<file path="src/rtl/tff_cell.sv">
`default_nettype none
// ============================================================================
// Module      : tff_cell
// Description : Single T flip-flop storage cell. Toggles on a rising clock
//               edge when t is high; asynchronous active-low reset to 0.
// Revision    : 1.0 - initial release
// ============================================================================
module tff_cell (
    input  logic clk,
    input  logic rstn,
    input  logic t,
    output logic q
);

    // Toggle storage bit when t is asserted; reset clears without a clock.
    always_ff @(posedge clk or negedge rstn) begin
        if (!rstn) begin
            q <= 1'b0;
        end else if (t) begin
            q <= ~q;
        end
    end

endmodule
`default_nettype wire

</file>
<file path="src/rtl/tff_counter.sv">
`default_nettype none
// ============================================================================
// Module      : tff_counter
// Description : Modulo-N up/down counter whose count lives entirely in a bank
//               of T flip-flop cells. Supports enable, direction, synchronous
//               clear/load (with clamp), wrap or saturate at range ends, a
//               combinational terminal-count flag and a registered wrap pulse.
// Revision    : 1.0 - initial release
// ============================================================================
module tff_counter #(
    parameter int WIDTH    = 8,
    parameter int MODULUS  = 256,
    parameter bit SATURATE = 1'b0
) (
    input  logic             clk,
    input  logic             rstn,
    input  logic             en,
    input  logic             up,
    input  logic             clear,
    input  logic             load,
    input  logic [WIDTH-1:0] load_val,
    output logic [WIDTH-1:0] q,
    output logic             tc,
    output logic             wrap_pulse
);

    // Arithmetic is carried one bit wider so MODULUS == 2**WIDTH still has a
    // representable maximum and comparisons never overflow.
    localparam logic [WIDTH:0]   C_MAX_EXT = (WIDTH+1)'(MODULUS - 1);
    localparam logic [WIDTH-1:0] C_MAX     = WIDTH'(MODULUS - 1);

    // Reject illegal modulus values at elaboration.
    if (MODULUS < 2 || (WIDTH < 31 && MODULUS > (1 << WIDTH))) begin : g_param_check
        $error("tff_counter: MODULUS must satisfy 2 <= MODULUS <= 2**WIDTH");
    end

    logic [WIDTH-1:0] cnt_q;
    logic [WIDTH:0]   cnt_ext_d;
    logic [WIDTH-1:0] cnt_d;
    logic [WIDTH-1:0] toggle_d;
    logic             wrap_d;
    logic             wrap_q;
    logic             w_unused_msb;
    logic [WIDTH:0]   w_cnt_ext;
    logic [WIDTH:0]   w_lv_ext;

    assign w_cnt_ext = {1'b0, cnt_q};
    assign w_lv_ext  = {1'b0, load_val};

    // Next count and wrap decision: clear beats load beats enable, else hold.
    always_comb begin
        cnt_ext_d = w_cnt_ext;
        wrap_d    = 1'b0;
        if (clear) begin
            cnt_ext_d = '0;
        end else if (load) begin
            cnt_ext_d = (w_lv_ext > C_MAX_EXT) ? C_MAX_EXT : w_lv_ext;
        end else if (en) begin
            if (up) begin
                if (w_cnt_ext == C_MAX_EXT) begin
                    if (!SATURATE) begin
                        cnt_ext_d = '0;
                        wrap_d    = 1'b1;
                    end
                end else begin
                    cnt_ext_d = w_cnt_ext + 1'b1;
                end
            end else begin
                if (w_cnt_ext == '0) begin
                    if (!SATURATE) begin
                        cnt_ext_d = C_MAX_EXT;
                        wrap_d    = 1'b1;
                    end
                end else begin
                    cnt_ext_d = w_cnt_ext - 1'b1;
                end
            end
        end
    end

    // The extra arithmetic bit is always zero after range limiting.
    assign cnt_d        = cnt_ext_d[WIDTH-1:0];
    assign w_unused_msb = cnt_ext_d[WIDTH];

    // Cells only need to know which bits change.
    assign toggle_d = cnt_q ^ cnt_d;

    // One T flip-flop per count bit holds the entire counter state.
    for (genvar i = 0; i < WIDTH; i++) begin : g_cells
        tff_cell u_cell (
            .clk  (clk),
            .rstn (rstn),
            .t    (toggle_d[i]),
            .q    (cnt_q[i])
        );
    end

    // Wrap pulse register: high for exactly the cycle after a wrapping edge.
    always_ff @(posedge clk or negedge rstn) begin
        if (!rstn) begin
            wrap_q <= 1'b0;
        end else begin
            wrap_q <= wrap_d;
        end
    end

    assign q          = cnt_q;
    assign wrap_pulse = wrap_q;
    assign tc         = (up & (cnt_q == C_MAX)) | (~up & (cnt_q == '0));

endmodule
`default_nettype wire

</file>
<file path="config.mk">
export PLATFORM = sky130hd
export DESIGN_NAME = tff_counter
export DESIGN_NICKNAME = d
export VERILOG_FILES = /design/src/rtl/tff_cell.sv /design/src/rtl/tff_counter.sv
export SDC_FILE = /design/constraint.sdc
export NUM_CORES = 1
export LEC_CHECK = 0
export CAP_MARGIN = 5
export CELL_PAD_IN_SITES_DETAIL_PLACEMENT = 1
export CELL_PAD_IN_SITES_GLOBAL_PLACEMENT = 2
export CORE_MARGIN = 2
export CORE_UTILIZATION = 27
export DETAILED_ROUTE_END_ITERATION = 10
export HOLD_SLACK_MARGIN = 0.05
export PLACE_DENSITY_LB_ADDON = 0.1
export SYNTH_ARGS = -nofsm -noshare
export SYNTH_HDL_FRONTEND = slang
export SYNTH_SLANG_ARGS = --single-unit
</file>
<file path="constraint.sdc">
create_clock -name clk -period 2.5 [get_ports clk]
set_input_delay 0.25 -clock clk [delete_from_list [all_inputs] [get_ports clk]]
set_output_delay 0.25 -clock clk [all_outputs]
set_load 0.005 [all_outputs]
</file>
==> metrics.cfg <==
[clocking]
cts_tree=done
clockRootBuffer=clkbuf_4
clk_pin_slew_ns=0.08
cts_resized=0
cts.sinks=9
cts.path.max_buffers=2
hold_buffers=0
cts_setup_buffers=0
cts_buffers=3
htree_levels=1
clk_latency_ns=0.27

[critical_path]
cpPeakStageDelay_ns=0.53
crit_buf_inv=1
crit_type=flop to output pin
rrSetupSlack_ns=0.51
path_cells=nor4_4 -> nand2_1 -> o22ai_2 -> clkdlybuf4s50_1
end_kind=output pin
worst_ep_arrival_time_ns=2.06
worstSetupStartpointType=flop
critPathSlowestCell=clkdlybuf4s50_1
worst_ep_required_time_ns=2.25
cp_max_fo=11
crit_family=simple AND/OR/NAND/NOR gates

[route]
wirelength_met1_mm=1.30
post_drt_wl_per_cell_um=16.6
dr.first_iter.drc_count=33
route.met2.wl_mm=1.43
drc=0
wl_met3_um=90
highest_layer=met4
ant_nets=0
vias_per_cell=5.26
drt-pass1-iter-count=4
wirelength_mm=2.87
vias=910

[outcome]
status=finished clean

[global_routing]
antenna_found_initial=0
track_usage_pct=15.4
grt_pass1_vias=916
grt_pass1_wl_mm=4.64
grt_max_degree=16
grt-ovfl-total=0

[finish]
nNetsFinal=145
post-route-util_pct=35.0
design_area_sq_um=1170
area_delta_synth_final_pct=24.7
antenna_cells=0
drive_above_1_share_pct=10.2
layoutNonFillerInstCount=173

[logic_synthesis]
synthCells=115
synthSimpleGateAreaFrac_pct=21.5
ys.flop_type=dfrtp_1
synth_adder_area_share_pct=4.01
ys_async_sr_fraction_pct=100
syn_nets=132
synth_top_family_by_area=compound AO/OA/AOI/OAI gates
synth_edf_count=0
yosysWarnings=0
muxShareOfSynthArea_pct=1.07
synth_cell_types=41
ys_ff_latch=9
syn_area_sq_um=937
avgSynthCellArea_sq_um=8.15
synthXorXnorAreaFrac_pct=6.54
synth_compound_area_share_pct=27.5
synth_seq_area_share_pct=24.0

[placed_design]
placed_cells=169
place_hpwl_mm=2.16
place_congestion=0.727
io_buffer_count=23
dpl-instance-area_sq_um=1130
pre_cts_ws_ns=0.380

[power_and_ir_drop]
seqPwrFrac_pct=38.8
swShare_pct=35.5
pwr-share-clk_pct=25.7
power_mw=0.484
ir_drop_mv=0.152
power.density_nw_per_um2=414
pwr-share-comb_pct=35.4
p_int_mw=0.312
p_switching_mw=0.172
power.leakage_nw=0.462

[timing]
fmax_mhz=433
setup_viol=0
drv_slew=0
rsz0062_at_grt=no
setup_slack_ns=0.190
period_needed_ns=2.31
period_share_pct=92.4
worstMarginPinSlew_ns=0.502
skew_ns=0.00474
timing.slew.headroom_pct=66.3
fin_tns_setup_ns=0
holdWs_ns=0.295
final-hold-violation-count=0

[floorplan]
io_pins=24
die_h_um=62.9
start_util_pct=28.1
die_area_sq_um=3960
core_sq_um=3340
die_x_um=62.9
rows=21

[hold_path]
worstHoldPathType=input pin to async pin

[run]
max-cap-violations=0

==> worst register-to-register path: stages (launching register included) <==
cell and delay (ns):
dfrtp_1 0.55, or4_4 0.63, or4b_1 0.49, a21oi_1 0.14, a2bb2oi_1 0.08
==> registers in the layout, summed over array words and instances (netlist names) <==
register,cells
g_cells.u_cell.q,8
wrap_pulse,1
==> worst paths after layout <==
kind	from	end	depth (start not counted)
hold reg to reg	g_cells[0].u_cell.q$_DFFE_PN0P_	g_cells[0].u_cell.q$_DFFE_PN0P_	2
hold / removal	rstn	g_cells[7].u_cell.q$_DFFE_PN0P_	1
max in group asynchronous	rstn	g_cells[4].u_cell.q$_DFFE_PN0P_	1
min in group clk	load_val[1]	g_cells[1].u_cell.q$_DFFE_PN0P_	3
setup reg to reg	g_cells[3].u_cell.q$_DFFE_PN0P_	g_cells[7].u_cell.q$_DFFE_PN0P_	4
setup / recovery	g_cells[5].u_cell.q$_DFFE_PN0P_	tc	4
==> power by group through the flow <==
stage,clock [mW],combinational (mW),sequential (mW)
2_1_floorplan,0,0.134,0.169
3_3_place_gp,0,0.171,0.189
3_5_place_dp,0,0.172,0.190
4_1_cts,0.127,0.172,0.187
5_1_grt,0.139,0.189,0.191
6_report,0.125,0.171,0.188
==> metal layers <==
layer,up-vias,track usage (%)
li1,436,-
met5,-,0
met3,4,2.16
met2,17,25.1
met1,453,19.9
met4,0,7.22
==> synth_stat cells (3+ instances only) <==
library cell	instances	share of area [%]
dfrtp_1	9	24
o21ai_0	5	2.7
inv_1	9	3.6
o22ai_1	3	2.0
nand4_1	3	2.0
buf_4	8	6.4
ha_1	3	4.0
clkbuf_1	6	2.4
xnor2_1	5	4.7
nand2_1	6	2.4
a21oi_1	8	4.3
nor2_1	6	2.4
and3_1	4	2.7
a221oi_1	3	2.8
==> layout make-up <==
type	count	area (sq um)
Fill cell	419	2170
Multi-Input combinational cell	80	579
Timing Repair Buffer	25	245
Sequential cell	9	226
Tap cell	46	57.6
Inverter	9	33.8
Clock buffer	4	26.3
==> kinds of logic after synthesis <==
kind of cell	count (synthesis)
multiplexers	1
AO/OA/AOI/OAI	36
AND/OR/NAND/NOR	33
flip-flops	9
buffers and inverters	26
adder cells (fa/ha/maj)	3
XOR/XNOR	7
==> cell usage in the layout (no fill, tap or decap), types with 3 or more instances in the layout <==
cell              n
clkdlybuf4s50_1  23
inv_1             9
a21oi_1           8
dfrtp_1           8
nand2_1           6
nor2_1            6
xnor2_1           5
o21ai_0           5
and3_1            4
nand4_1           3
a221oi_1          3
ha_1              3
clkbuf_4          3
(Power assumes the default switching activity.)
